$ cat config.mk
export PLATFORM = sky130hd
export DESIGN_NAME = hex7seg_scan_flat
export DESIGN_NICKNAME = d
export VERILOG_FILES = /design/src/rtl/hex7seg_pkg.sv /design/src/rtl/hex7seg_scan_if.sv /design/src/rtl/hex7seg_dec.sv /design/src/rtl/hex7seg_scan.sv /design/src/flat_wrapper.sv
export SDC_FILE = /design/constraint.sdc
export NUM_CORES = 1
export LEC_CHECK = 0
export ABC_AREA = 0
export ABC_CLOCK_PERIOD_IN_PS = 2180
export BUFFER_PORTS_ARGS = -buffer_cell sky130_fd_sc_hd__clkbuf_2
export CAP_MARGIN = 15
export CORE_ASPECT_RATIO = 0.75
export CORE_MARGIN = 2
export CORE_UTILIZATION = 40
export DETAILED_ROUTE_END_ITERATION = 7
export GPL_ROUTABILITY_DRIVEN = 0
export PLACE_DENSITY = 0.74
export REMOVE_ABC_BUFFERS = 1
export SYNTH_ARGS = -nofsm -noshare
export SYNTH_HDL_FRONTEND = slang
export SYNTH_SLANG_ARGS = --single-unit
$ cat constraint.sdc
create_clock -name clk -period 2.18 [get_ports clk]
set_input_delay 0.654 -clock clk [delete_from_list [all_inputs] [get_ports clk]]
set_output_delay 0.654 -clock clk [all_outputs]
set_load 0.03 [all_outputs]
$ cat src/rtl/hex7seg_pkg.sv
`default_nettype none
// ------------------------------------------------------------------
// hex7seg_pkg : segment code table and counter width helper, rev 1.0
// ------------------------------------------------------------------
package hex7seg_pkg;

    // Active-high segment codes {a,b,c,d,e,f,g}, indexed by nibble value
    localparam logic [6:0] SEG_CODES [16] = '{
        7'h7E, 7'h30, 7'h6D, 7'h79, 7'h33, 7'h5B, 7'h5F, 7'h70,
        7'h7F, 7'h7B, 7'h77, 7'h1F, 7'h4E, 7'h3D, 7'h4F, 7'h47
    };

    function automatic int cnt_width(input int n);
        return (n <= 1) ? 1 : $clog2(n);
    endfunction

endpackage
`default_nettype wire

$ cat src/rtl/hex7seg_scan_if.sv
`default_nettype none
// ------------------------------------------------------------------
// hex7seg_scan_if : load/data inputs and display drive outputs, rev 1.0
// ------------------------------------------------------------------
interface hex7seg_scan_if #(
    parameter int NUM_DIGITS = 4
);
    logic                    load;
    logic [4*NUM_DIGITS-1:0] data;
    logic [NUM_DIGITS-1:0]   blank_mask;
    logic [6:0]              seg;
    logic [NUM_DIGITS-1:0]   dig_en;
    logic                    frame;

    modport master (output load, data, blank_mask, input seg, dig_en, frame);
    modport slave  (input load, data, blank_mask, output seg, dig_en, frame);
endinterface
`default_nettype wire

$ cat src/rtl/hex7seg_dec.sv
`default_nettype none
// ------------------------------------------------------------------
// hex7seg_dec : nibble to active-high 7-segment code, rev 1.0
// ------------------------------------------------------------------
module hex7seg_dec
    import hex7seg_pkg::*;
(
    input  logic [3:0] nibble,
    output logic [6:0] code
);
    always_comb begin
        code = SEG_CODES[nibble];
    end
endmodule
`default_nettype wire

$ cat src/rtl/hex7seg_scan.sv
`default_nettype none
// ------------------------------------------------------------------
// hex7seg_scan : time-multiplexed hex display scanner, rev 1.0
// ------------------------------------------------------------------
module hex7seg_scan
    import hex7seg_pkg::*;
#(
    parameter int NUM_DIGITS = 4,
    parameter int SCAN_DIV   = 1000,
    parameter int ACTIVE_LOW = 0
) (
    input  logic          clk,
    input  logic          rst,
    hex7seg_scan_if.slave bus
);
    localparam int PW = cnt_width(SCAN_DIV);
    localparam int IW = cnt_width(NUM_DIGITS);
    localparam logic [6:0]            SEG_OFF = (ACTIVE_LOW != 0) ? 7'h7F : 7'h00;
    localparam logic [NUM_DIGITS-1:0] DIG_OFF = (ACTIVE_LOW != 0) ? {NUM_DIGITS{1'b1}}
                                                                  : {NUM_DIGITS{1'b0}};

    logic [PW-1:0]           prescale;
    logic [IW-1:0]           idx;
    logic                    tc;
    logic                    idx_last;
    logic                    frame_reg;
    logic [4*NUM_DIGITS-1:0] shadow_data;
    logic [NUM_DIGITS-1:0]   shadow_blank;
    logic [3:0]              nibble;
    logic [6:0]              code;
    logic                    blank_sel;
    logic [6:0]              seg_reg;
    logic [NUM_DIGITS-1:0]   dig_reg;

    always_comb begin
        tc        = (prescale == PW'(SCAN_DIV - 1));
        idx_last  = (idx == IW'(NUM_DIGITS - 1));
        nibble    = shadow_data[4*idx +: 4];
        blank_sel = shadow_blank[idx];
    end

    // Load never touches the prescaler or idx, so scan timing is independent of updates
    always_ff @(posedge clk or posedge rst) begin
        if (rst) begin
            prescale  <= '0;
            idx       <= '0;
            frame_reg <= 1'b0;
        end else begin
            prescale  <= tc ? '0 : prescale + 1'b1;
            frame_reg <= tc & idx_last;
            if (tc) begin
                idx <= idx_last ? '0 : idx + 1'b1;
            end
        end
    end

    always_ff @(posedge clk or posedge rst) begin
        if (rst) begin
            shadow_data  <= '0;
            shadow_blank <= '0;
        end else if (bus.load) begin
            shadow_data  <= bus.data;
            shadow_blank <= bus.blank_mask;
        end
    end

    hex7seg_dec u_dec (
        .nibble (nibble),
        .code   (code)
    );

    // Polarity is folded into the output registers so the pins never glitch
    always_ff @(posedge clk or posedge rst) begin
        if (rst) begin
            seg_reg <= SEG_OFF;
            dig_reg <= DIG_OFF;
        end else begin
            seg_reg <= (blank_sel ? 7'h00 : code) ^ SEG_OFF;
            dig_reg <= (NUM_DIGITS'(1) << idx) ^ DIG_OFF;
        end
    end

    assign bus.seg    = seg_reg;
    assign bus.dig_en = dig_reg;
    assign bus.frame  = frame_reg;

endmodule
`default_nettype wire

$ cat src/flat_wrapper.sv
// flat-port wrapper written by rule: the top's interface ports become plain ports
module hex7seg_scan_flat import hex7seg_pkg::*;
#(
    parameter int NUM_DIGITS = 4,
    parameter int SCAN_DIV   = 1000,
    parameter int ACTIVE_LOW = 0
)
  (clk, rst, bus_load, bus_data, bus_blank_mask, bus_seg, bus_dig_en, bus_frame);
  hex7seg_scan_if #(.NUM_DIGITS(NUM_DIGITS)) bus_i ();
  input  logic clk;
  input  logic rst;
  input wire logic [$bits(bus_i.load)-1:0] bus_load;
  input wire logic [$bits(bus_i.data)-1:0] bus_data;
  input wire logic [$bits(bus_i.blank_mask)-1:0] bus_blank_mask;
  output wire logic [$bits(bus_i.seg)-1:0] bus_seg;
  output wire logic [$bits(bus_i.dig_en)-1:0] bus_dig_en;
  output wire logic [$bits(bus_i.frame)-1:0] bus_frame;
  assign bus_i.load = bus_load;
  assign bus_i.data = bus_data;
  assign bus_i.blank_mask = bus_blank_mask;
  assign bus_seg = bus_i.seg;
  assign bus_dig_en = bus_i.dig_en;
  assign bus_frame = bus_i.frame;
  hex7seg_scan #(.NUM_DIGITS(NUM_DIGITS), .SCAN_DIV(SCAN_DIV), .ACTIVE_LOW(ACTIVE_LOW)) u_core (.clk(clk), .rst(rst), .bus(bus_i));
endmodule
Word-level counts from Yosys, hierarchy flattened
Memory sizes are Yosys's and may differ from the RTL's.
Index checks and enable logic that the tools add are counted.
Word-level totals
  logic and storage cells: 25
  register bits: 44
  output and inout port bits: 12
  memories kept: 1
  bits in read-only memories: 112
  input bits: 23
Operators by class
  shift operators: 2
  equality and inequality tests: 2
  add/subtract/negate cells: 2
  mux-type cells: 7
  bitwise operators: 2
  $lt $le $gt $ge: 2
Memories
  (name not given): words 16, bits a word 7, rd ports 1, clocked after Yosys merged registers in 0, write ports 0, RTL line hex7seg_dec.sv:12  | code = SEG_CODES[nibble];
Operator list (count)
  7-bit 2-to-1 mux: 3
  16-bit by 5-bit indexed part select with 4-bit output: 1
  10-bit by 1-bit adder with 10-bit output (second input constant): 1
  10-bit == test (second input constant): 1
  10-bit 2-to-1 mux: 1
  5-bit greater-or-equal comparator (second input constant): 1
  4-bit inverter with 5-bit output: 1
  1-bit by 2-bit << shifter with 4-bit output (first input constant): 1
  2-bit by 3-bit less-than comparator with 1-bit output (second input constant): 1
  2-bit by 1-bit adder with 2-bit output (second input constant): 1
  1-bit binary-select mux with 2-bit select: 1
  2-bit == test (second input constant): 1
  2-bit 2-to-1 mux: 1
  1-bit bitwise AND: 1
  1-bit 2-to-1 mux: 1

Depth between registers and ports, before layout
Gate-level depths: netlist (run 1).
  depth in word-level cells: 6
  mapped depth: 7
  depth with buffers taken out: 6

Modules after synthesis
From an unflattened synthesis (run 1), not the netlist that was laid out.
Second synthesis, totals
  cell total of the unflattened synthesis: 158
  area, all modules: 2113.3 µm²
Modules (own cells, without submodules)
  hex7seg_scan: sequential area each 1101.1 µm², area each 1823.0 µm², cells an instance 125, times used 1
  hex7seg_dec: sequential area each 0.0 µm², area each 290.3 µm², cells an instance 33, times used 1

Worst setup path after synthesis (run 1)
OpenSTA, ideal clock, no wires.
  path kind: flip-flop to flip-flop
  start: reg u_core.idx[0]
  end: reg u_core.seg_reg[6], in the netlist u_core.bus.seg[6]
  data required time: 2.076 ns
  stages on the path, launching flop included: 6
  slack: 0.093 ns
  arrival: 1.983 ns
  path buffers: 1
  period minus slack after synthesis: 2.087 ns
  library setup time: 0.104 ns
  path through: dfrtp_1 buf_6 mux4_1 ha_1 or4b_1 o311ai_1
On the way
  cells in the longest elaborated chain, start to end: 6
  elaborated cells between the ends (all ways): 8
  classes of those cells: shift: 1; mux: 5; bitwise: 1; memory: 1
Ends and longest elaborated chain
  from (decl): RTL line hex7seg_scan.sv:23  | logic [IW-1:0] idx;
  from (signal assigned): RTL line hex7seg_scan.sv:52  | idx <= idx_last ? '0 : idx + 1'b1;
  16-bit by 5-bit indexed part select with 4-bit output: RTL line hex7seg_scan.sv:38  | nibble = shadow_data[4*idx +: 4];
  4-bit inverter with 5-bit output (implied by the code): RTL line hex7seg_dec.sv:12
  memory read 16 x 7 bit
  7-bit 2-to-1 mux (implied by the code) (2 in series): RTL line hex7seg_dec.sv:12
  7-bit 2-to-1 mux *: RTL line hex7seg_scan.sv:78  | seg_reg <= (blank_sel ? 7'h00 : code) ^ SEG_OFF;
  to (signal assigned): RTL line hex7seg_scan.sv:78
  to (decl): RTL line hex7seg_scan.sv:32  | logic [6:0] seg_reg;
Mark *: on every way between the ends. The rest lies on a longest branch, timed or not. The select of a mux whose other input is x is not followed.
A chain may end at the register's enable or synchronous reset.

Worst setup path in the final report (run 1)
Same ends and word-level chain as after synthesis.

==> flow_metrics.env, run 1 <==
export IMPL_die_height_um=66.5
export IMPL_crit_path_max_incr_delay_ns=0.59
export IMPL_synth_top_cell_by_area="dfrtp_1"
export IMPL_hp_class="in2async"
export IMPL_place_area_um2=2330
export IMPL_port_buffers=34
export IMPL_ff2ff_setup_slack_ns=0.18
export IMPL_slew_headroom=0.682
export IMPL_ys_seq_area_frac=0.528
export IMPL_clk_latency_ns=0.30
export IMPL_dieArea_um2=5810
export IMPL_fin_area_um2=2400
export IMPL_h_tree_depth=2
export IMPL_reg2regPathDepth=4
export IMPL_avgSynthCellArea_um2=13.5
export IMPL_slowest_stage="mux4_2"
export IMPL_rows=22
export IMPL_cts_sinks=44
export IMPL_layout_area_seq_um2=1100
export IMPL_avgViaCountPerCell=5.24
export IMPL_multi_input_area_um2=907
export IMPL_path_cells="mux4_2 -> ha_1 -> or4b_1 -> o311ai_1"
export IMPL_nFillCells=454
export IMPL_drive_gt1_frac=0.395
export IMPL_yosys_warnings=0
export IMPL_synth_top_area_frac=0.528
export IMPL_max_freq_mhz=501
export IMPL_leakage_nw=1.11
export IMPL_p_per_area_nw_per_um2=691
export IMPL_wire_per_inst_um=14.2
export IMPL_timing_worst_setup_path_type="reg2reg"
export IMPL_cts_setup_buffers=0
export IMPL_synth_seq_cells=44
export IMPL_synth_async_reset_ratio=1.00
export IMPL_cts_root_buffer="clkbuf_8"
export IMPL_cp_required_ns=2.37
export IMPL_timing_hold_violations_final=0
export IMPL_wl_mm=3.63
export IMPL_syn_inst=155
export IMPL_skew_ns=0.00994
export IMPL_antenna_found_initial=0
export IMPL_post_cts_resize_count=0
export IMPL_grt_max_degree=33
export IMPL_die_w_um=87.4
export IMPL_finalCriticalPeriod_ns=2.00
export IMPL_irDropWorstVdd_uv=296
export IMPL_grt_use_total=0.148
export IMPL_post_dp_hpwl_mm=2.65
export IMPL_finalSetupTns_ns=0
export IMPL_dr_pass1_iters=4
export IMPL_cts_tree="built"
export IMPL_synth_area_leaders="dfrtp_1, mux2_2, ha_1"
export IMPL_maxCapViolCount=0
export IMPL_netlist_area_um2=2090
export IMPL_cts_made_buffers=5
export IMPL_fin_nets=229
export IMPL_synth_edf_count=0
export IMPL_antenna_left=0
export IMPL_largest_reg_flops=16
export IMPL_antenna_cells=0
export IMPL_core_area_um2=4950
export IMPL_overflow=0
export IMPL_final_setup_viol_count=0
export IMPL_ioPinCount=35
export IMPL_syn2layout_area_growth_pct=15.2
export IMPL_synth_commonest_cells="dfrtp_1, mux2_2, ha_1, inv_1"
export IMPL_tightest_slew_ns=0.477
export IMPL_ys_types=39
export IMPL_routed_via_count=1335
export IMPL_status="finished, final reports clean"
export IMPL_cp_end_kind="flop"
export IMPL_grt_pass1_vias=1335
export IMPL_fin_crit_sh=0.916
export IMPL_start_util=0.421
export IMPL_cts_buffer_depth=2
export IMPL_rsz0062_at_grt="no"
export IMPL_ys_flop_type="dfrtp_1"
export IMPL_ctsHoldBuffers=0
export IMPL_drc_errors=0
export IMPL_crit_path_max_fanout=6
export IMPL_final_cells=255
export IMPL_slew_viol_final=0
export IMPL_crit_path_start_kind="flop"
export IMPL_clkTransAtPathRegs_ns=0.08
export IMPL_arrival_ns=2.19
export IMPL_dp_cells=248
export IMPL_first_iter_violations=61
export IMPL_yosysMostFrequentCell="dfrtp_1"
export IMPL_grt_pass1_wl_mm=6.47
worst max-delay path: cells and delay by family, from the launching register on:
family / cells / cell delay [ns]
mux: 1 / 0.59
simple gates: 1 / 0.52
flops: 1 / 0.43
fa+ha+maj: 1 / 0.27
compound gates: 1 / 0.10
power by group:
part | switching [W] | leakage (nW) | internal [W]
sequential | 0.0000262 | 0.538 | 0.000874
combinational | 0.000150 | 0.529 | 0.000116
clock | 0.000276 | 0.0400 | 0.000217
total | 0.000452 | 1.11 | 0.00121
logic make-up after synthesis:
group	Yosys count	synth area share
buffers and inverters	14	0.0336
multiplexers	32	0.204
adder cells (fa/ha/maj)	11	0.0660
AO/OA/AOI/OAI	19	0.0654
XOR/XNOR	4	0.0168
AND/OR/NAND/NOR	31	0.0864
flip-flops	44	0.528
through the flow:
| stage | setup slack (ns) | utilization | total power [W] | hold slack [ns] |
|---|---|---|---|---|
| detailed placement | 0.106 | 0.470 | 0.00118 | 0.459 |
| floorplan | 0.0350 | - | 0.00110 | 0.433 |
| CTS | 0.0874 | 0.486 | 0.00168 | 0.416 |
| global route | 0.0460 | 0.485 | 0.00176 | 0.445 |
| global placement | 0.134 | 0.470 | 0.00118 | 0.450 |
| finish | 0.182 | 0.485 | 0.00166 | 0.402 |
cell usage in the layout (no fill, tap or decap), types with 2 or more instances in the layout:
master	n
nor2b_1	3
mux4_2	5
a211oi_1	2
o31ai_1	2
buf_4	5
a21oi_1	5
nand2_1	5
nor3_1	2
or4_1	2
a221oi_1	2
o21ai_0	3
or4b_1	2
ha_1	11
mux2_2	22
clkbuf_8	5
clkbuf_2	34
inv_1	7
or3_1	2
nor2_1	5
xor2_1	3
dfrtp_1	44
mux2_1	2
nand3_1	3
mux2i_1	2
metal layers:
metal  routed length (um)  up-vias  track usage  share of wire
met3                  202        7       0.0409          0.056
met1                 1910      653        0.223           0.53
met4                   58        0       0.0635          0.016
met5                    0        -            0              0
met2                 1460       32        0.196           0.40
li1                     -      643            -              -
area by class of cell:
type | count | area share
clock buffer | 5 | 0.0286
tap | 60 | 0.0313
clock inverter | 2 | 0.00521
multi-input combinational | 97 | 0.378
timing repair buffer | 39 | 0.0865
inverter | 8 | 0.0125
sequential | 44 | 0.458
worst paths after layout:
path / startpoint / to
min in group clk: u_core.prescale[0] / u_core.prescale[0]
max: u_core.idx[0] / u_core.bus.seg[6]
max reg2reg: u_core.idx[0] / u_core.bus.seg[6]
min: rst / u_core.prescale[8]
max in group asynchronous: rst / u_core.shadow_data[8]
min reg2reg: u_core.prescale[0] / u_core.prescale[0]
Power figures use the tool's default switching activity.
==> run 2: changes to the inputs <==
Settings changed: CORE_ASPECT_RATIO 0.75 to 0.8, SYNTH_HIERARCHICAL set to 1.
==> run 2 against run 1 <==
Non-clock buffer count is 3 higher. Total power rose by 2.3%. Combinational power is 7.5% higher. Critical path depth rose by 1. Area after synthesis increased by 1.3%. Die area rose by 1.2%. Global-route usage decreased by 1.7 points.
==> flow_metrics.env, run 2 <==
export IMPL_synth_top_area_frac=0.521
export IMPL_ys_flop_type="dfrtp_1"
export IMPL_netlist_area_um2=2110
export IMPL_final_setup_viol_count=0
export IMPL_final_common_cell="dfrtp_1"
export IMPL_cp_startpoint="u_core/idx[0]"
export IMPL_status="finished, final reports clean"
export IMPL_cts_root_buffer="clkbuf_8"
export IMPL_skew_ns=0.00487
export IMPL_hp_class="in2async"
export IMPL_h_tree_depth=2
export IMPL_antenna_cells=0
export IMPL_grt_pass1_wl_mm=6.13
export IMPL_cp_required_ns=2.35
export IMPL_clk_latency_ns=0.29
export IMPL_fin_area_um2=2510
export IMPL_layout_common_cells="dfrtp_1, clkbuf_2, mux2_2"
export IMPL_start_util=0.417
export IMPL_p_per_area_nw_per_um2=676
export IMPL_crit_path_start_kind="flop"
export IMPL_leakage_nw=1.17
export IMPL_antenna_left=0
export IMPL_finalCriticalPeriod_ns=2.08
export IMPL_synth_top_cell_by_area="dfrtp_1"
export IMPL_synth_edf_count=0
export IMPL_die_height_um=69.0
export IMPL_wl_mm=3.73
export IMPL_power_total_w=0.00170
export IMPL_ioPinCount=35
export IMPL_avgViaCountPerCell=4.97
export IMPL_max_freq_mhz=480
export IMPL_finalSetupTns_ns=0
export IMPL_wire_per_inst_um=14.1
export IMPL_yosysMostFrequentCell="dfrtp_1"
export IMPL_nFillCells=472
export IMPL_fin_nets=237
export IMPL_slew_headroom=0.678
export IMPL_cts_sinks=44
export IMPL_multi_input_area_um2=958
export IMPL_cts_made_buffers=5
export IMPL_ff2ff_setup_slack_ns=0.1
export IMPL_overflow=0
export IMPL_r2r_start="u_core/idx[0]"
export IMPL_synth_commonest_cells="dfrtp_1, mux2_2, ha_1, inv_1, nor2b_1"
export IMPL_rows=23
export IMPL_avgSynthCellArea_um2=13.4
export IMPL_synth_area_leaders="dfrtp_1, mux2_2, ha_1"
export IMPL_clkTransAtPathRegs_ns=0.08
export IMPL_drc_errors=0
export IMPL_largest_reg_flops=16
export IMPL_post_dp_hpwl_mm=2.72
export IMPL_crit_path_max_fanout=4
export IMPL_grt_pass1_vias=1299
export IMPL_irDropWorstVdd_uv=394
export IMPL_yosys_warnings=6
export IMPL_timing_worst_setup_path_type="reg2reg"
export IMPL_dr_pass1_iters=4
export IMPL_synth_async_reset_ratio=1.00
export IMPL_dieArea_um2=5880
export IMPL_dpl_worst_slack_ns=0.0703
export IMPL_reg2regPathDepth=5
export IMPL_synth_seq_cells=44
export IMPL_place_area_um2=2390
export IMPL_grt_max_degree=36
export IMPL_r2r_end="u_core/bus.seg[3]"
export IMPL_cts_buffer_depth=2
export IMPL_ys_types=34
export IMPL_maxCapViolCount=0
export IMPL_routed_via_count=1317
export IMPL_fin_crit_sh=0.955
export IMPL_core_area_um2=5060
export IMPL_grt_use_total=0.131
export IMPL_port_buffers=34
export IMPL_syn_inst=158
export IMPL_antenna_found_initial=0
export IMPL_arrival_ns=2.26
export IMPL_cp_end_kind="flop"
export IMPL_syn2layout_area_growth_pct=18.8
export IMPL_tightest_slew_ns=0.484
export IMPL_first_iter_violations=77
export IMPL_layout_setup_ws_ns=0.0979
export IMPL_drive_gt1_frac=0.424
export IMPL_cts_tree="built"
export IMPL_timing_hold_violations_final=0
export IMPL_die_w_um=85.3
export IMPL_ys_seq_area_frac=0.521
export IMPL_layout_area_seq_um2=1100
export IMPL_slew_viol_final=0
==> run 2: cell types whose count changed after synthesis, sizes merged, moves of 2 or more <==
cell and delta:
o211ai +2, or4b -2, nor2 -2, inv +2, nand3 +2, a211oi -3
a221oi -2, nor2b +6
==> run 2: worst max path at each step <==
stage / to / slack, ns / depth (start not counted)
4_1_cts: u_core/bus.seg[3] / 0.05 / 6
6_report: u_core/bus.seg[3] / 0.1 / 5
5_1_grt: u_core/bus.seg[3] / -0.008 / 5
3_3_place_gp: u_core/bus.seg[3] / 0.15 / 6
2_1_floorplan: u_core/bus.seg[3] / -0.06 / 6
3_5_place_dp: u_core/bus.seg[3] / 0.07 / 6
==> run 2: logic make-up (layout without fill, tap and decap cells) <==
kind of cell / after synthesis / count (layout) / synth area share
buf+inv: 15 / 60 / 0.0314
fa+ha+maj: 12 / 12 / 0.0710
mux: 33 / 33 / 0.214
xor+xnor: 3 / 3 / 0.0124
simple gates: 37 / 37 / 0.108
flops: 44 / 44 / 0.521
compound gates: 14 / 14 / 0.0426
==> run 2: timing repair <==
| item | in CTS | in global routing |
|---|---|---|
| gates resized for setup | 0 | 4 |
| setup buffers | 0 | 2 |
| hold buffers | 0 | 0 |
| setup endpoints to repair | 0 | 1 |
==> run 2: worst max-delay path, cell delays in order (launching register included) <==
cell and delay, ns:
dfrtp_1 0.42, mux4_2 0.54, inv_2 0.12, ha_1 0.25
mux4_1 0.49, nor2b_1 0.15
==> run 2: power breakdown <==
part / leakage (nW) / internal [W] / switching (W) / total [W]
Clock: 0.0510 / 0.000253 / 0.000261 / 0.000514
Combinational: 0.578 / 0.000138 / 0.000148 / 0.000286
Sequential: 0.538 / 0.000872 / 0.0000250 / 0.000897
==> run 2: metrics by stage <==
step | instances | hold WS [ns] | util
6_report | 265 | 0.317 | 0.496
5_1_grt | 265 | 0.333 | 0.496
4_1_cts | 263 | 0.323 | 0.490
3_5_place_dp | 255 | 0.455 | 0.472
3_3_place_gp | 255 | 0.448 | 0.472
2_1_floorplan | 153 | 0.433 | -
==> run 2: per-layer routing <==
| metal | up-vias | part of all wire | global-route usage |
|---|---|---|---|
| li1 | 645 | - | - |
| met1 | 640 | 0.50 | 0.186 |
| met2 | 30 | 0.46 | 0.193 |
| met3 | 2 | 0.035 | 0.0347 |
| met4 | 0 | 0.0048 | 0.0476 |
| met5 | - | 0 | 0 |
==> run 2: area by class of cell <==
type | count | share of cell area
clock buffers | 6 | 0.0329
flip-flops and latches | 44 | 0.439
clock inverters | 2 | 0.00399
multi-input cells | 99 | 0.382
well taps | 62 | 0.0309
repair buffers | 42 | 0.0967
inverters | 10 | 0.0150
==> run 3: changes to the inputs <==
Settings changed: CELL_PAD_IN_SITES_DETAIL_PLACEMENT set to 1, CELL_PAD_IN_SITES_GLOBAL_PLACEMENT set to 1, PLACE_DENSITY 0.74 to 0.86, SYNTH_HIERARCHICAL 1 to not set.
==> run 3 against run 2 <==
Critical path type unchanged. Critical endpoint is now u_core.bus.seg[0]. Register-to-register slack gained 0.07 ns. Clock skew grew 0.0029 ns. Routed wire length grew 18%. Utilization shrank 1.2 points.
==> flow_metrics.env, run 3 (same netlist as run 1, synthesis figures left out) <==
export IMPL_cts_buffer_depth=2
export IMPL_routed_via_count=1345
export IMPL_combinationalPowerShare=0.165
export IMPL_crit_path_max_fanout=14
export IMPL_ioPinCount=35
export IMPL_slew_headroom=0.638
export IMPL_cts_tree="built"
export IMPL_p_switching_w=0.000472
export IMPL_timing_hold_violations_final=0
export IMPL_core_area_um2=5010
export IMPL_grt_max_degree=45
export IMPL_timing_worst_setup_path_type="reg2reg"
export IMPL_p_int_w=0.00121
export IMPL_crit_path_start_kind="flop"
export IMPL_die_w_um=84.7
export IMPL_grt_pass1_wl_mm=7.62
export IMPL_status="finished, final reports clean"
export IMPL_port_buffers=34
export IMPL_drc_errors=0
export IMPL_final_common_cell="dfrtp_1"
export IMPL_route_met2_wl_mm=2.14
export IMPL_antenna_found_initial=0
export IMPL_final_setup_viol_count=0
export IMPL_hp_class="in2async"
export IMPL_h_tree_depth=2
export IMPL_leakage_nw=1.12
export IMPL_dieArea_um2=5810
export IMPL_first_iter_violations=72
export IMPL_post_dp_hpwl_mm=3.25
export IMPL_slew_viol_final=0
export IMPL_drive_gt1_frac=0.406
export IMPL_cp_end_kind="flop"
export IMPL_largest_reg_flops=16
export IMPL_wl_mm=4.41
export IMPL_fin_util=0.484
export IMPL_fin_crit_sh=0.924
export IMPL_overflow=0
export IMPL_cts_root_buffer="clkbuf_8"
export IMPL_clk_latency_ns=0.31
export IMPL_finalSetupTns_ns=0
export IMPL_antenna_left=0
export IMPL_syn2layout_area_growth_pct=16.1
export IMPL_path_cells="buf_4 -> mux4_2 -> mux2_1 -> a221oi_1"
export IMPL_rows=23
export IMPL_wl_met1_mm=1.96
export IMPL_antenna_cells=0
export IMPL_skew_ns=0.00780
export IMPL_irDropWorstVdd_uv=550
export IMPL_clkTransAtPathRegs_ns=0.08
export IMPL_finalCriticalPeriod_ns=2.01
export IMPL_dr_pass1_iters=4
export IMPL_hold_ws_ns=0.447
export IMPL_avgViaCountPerCell=5.19
export IMPL_grt_pass1_vias=1496
export IMPL_maxCapViolCount=0
export IMPL_die_height_um=68.6
export IMPL_rsz0062_at_grt="no"
export IMPL_fin_nets=231
export IMPL_ctsHoldBuffers=0
export IMPL_max_freq_mhz=497
export IMPL_cts_sinks=44
export IMPL_cp_required_ns=2.38
export IMPL_highest_layer="met4"
export IMPL_crit_path_max_incr_delay_ns=0.68
export IMPL_slowest_stage="mux4_2"
export IMPL_cts_made_buffers=5
export IMPL_tightest_slew_ns=0.544
export IMPL_arrival_ns=2.22
export IMPL_layout_common_cells="dfrtp_1, clkbuf_2, mux2_2"
export IMPL_clkPwrFrac=0.300
export IMPL_start_util=0.417
export IMPL_wl_met3_um=217
export IMPL_switching_share=0.280
export IMPL_grt_use_total=0.176
export IMPL_p_per_area_nw_per_um2=695
export IMPL_seq_power_share=0.535
export IMPL_power_total_w=0.00168
export IMPL_wire_per_inst_um=17.0
[run 3: metal layers]
layer / global-route usage / up-vias
li1: - / 640
met1: 0.221 / 664
met2: 0.287 / 33
met3: 0.0452 / 8
met4: 0.0893 / 0
met5: 0 / -
[run 3: what timing repair did]
item | in CTS | in global routing
setup buffers | 0 | 1
setup endpoints to repair | 0 | 4
gates resized for setup | 0 | 3
[run 3: worst paths after layout]
kind                                     from            endpoint  slack (ns)  depth (start not counted)
min                                       rst   u_core.bus.seg[2]        0.45                          3
max in group asynchronous                 rst       u_core.idx[1]        1.34                          3
max reg2reg                     u_core.idx[0]   u_core.bus.seg[0]        0.17                          4
max                             u_core.idx[0]   u_core.bus.seg[0]        0.17                          4
min reg2reg                u_core.prescale[0]  u_core.prescale[0]        0.47                          1
min in group clk           u_core.prescale[0]  u_core.prescale[0]        0.47                          1
[run 3: power groups by stage]
stage               clock [W]  combinational (W)  sequential (W)
floorplan                   0           0.000144        0.000952
global placement            0           0.000268        0.000913
detailed placement          0           0.000282        0.000917
CTS                  0.000513           0.000282        0.000901
global route         0.000540           0.000308        0.000909
finish               0.000505           0.000278        0.000901
[run 3: per-stage QoR]
step / worst slack, ns / area (um^2) / std cells
2_1_floorplan: 0.0350 / 2050 / 149
3_3_place_gp: 0.178 / 2340 / 251
3_5_place_dp: 0.0908 / 2340 / 251
4_1_cts: 0.0705 / 2420 / 258
5_1_grt: 0.00408 / 2420 / 259
6_report: 0.166 / 2420 / 259
[run 3: layout make-up]
cell class | instances | area [um^2]
fillers | 543 | 2590
flip-flops and latches | 44 | 1100
multi-input cells | 97 | 907
repair buffers | 41 | 223
well taps | 62 | 77.6
clock buffers | 5 | 68.8
inverters | 8 | 30.0
clock inverters | 2 | 12.5
[run 3: worst max-delay path, delay by kind of cell, from the launching register on]
kind,cells,cell delay [ns]
flops,1,0.43
mux,2,1.05
buf+inv,1,0.17
compound gates,1,0.26
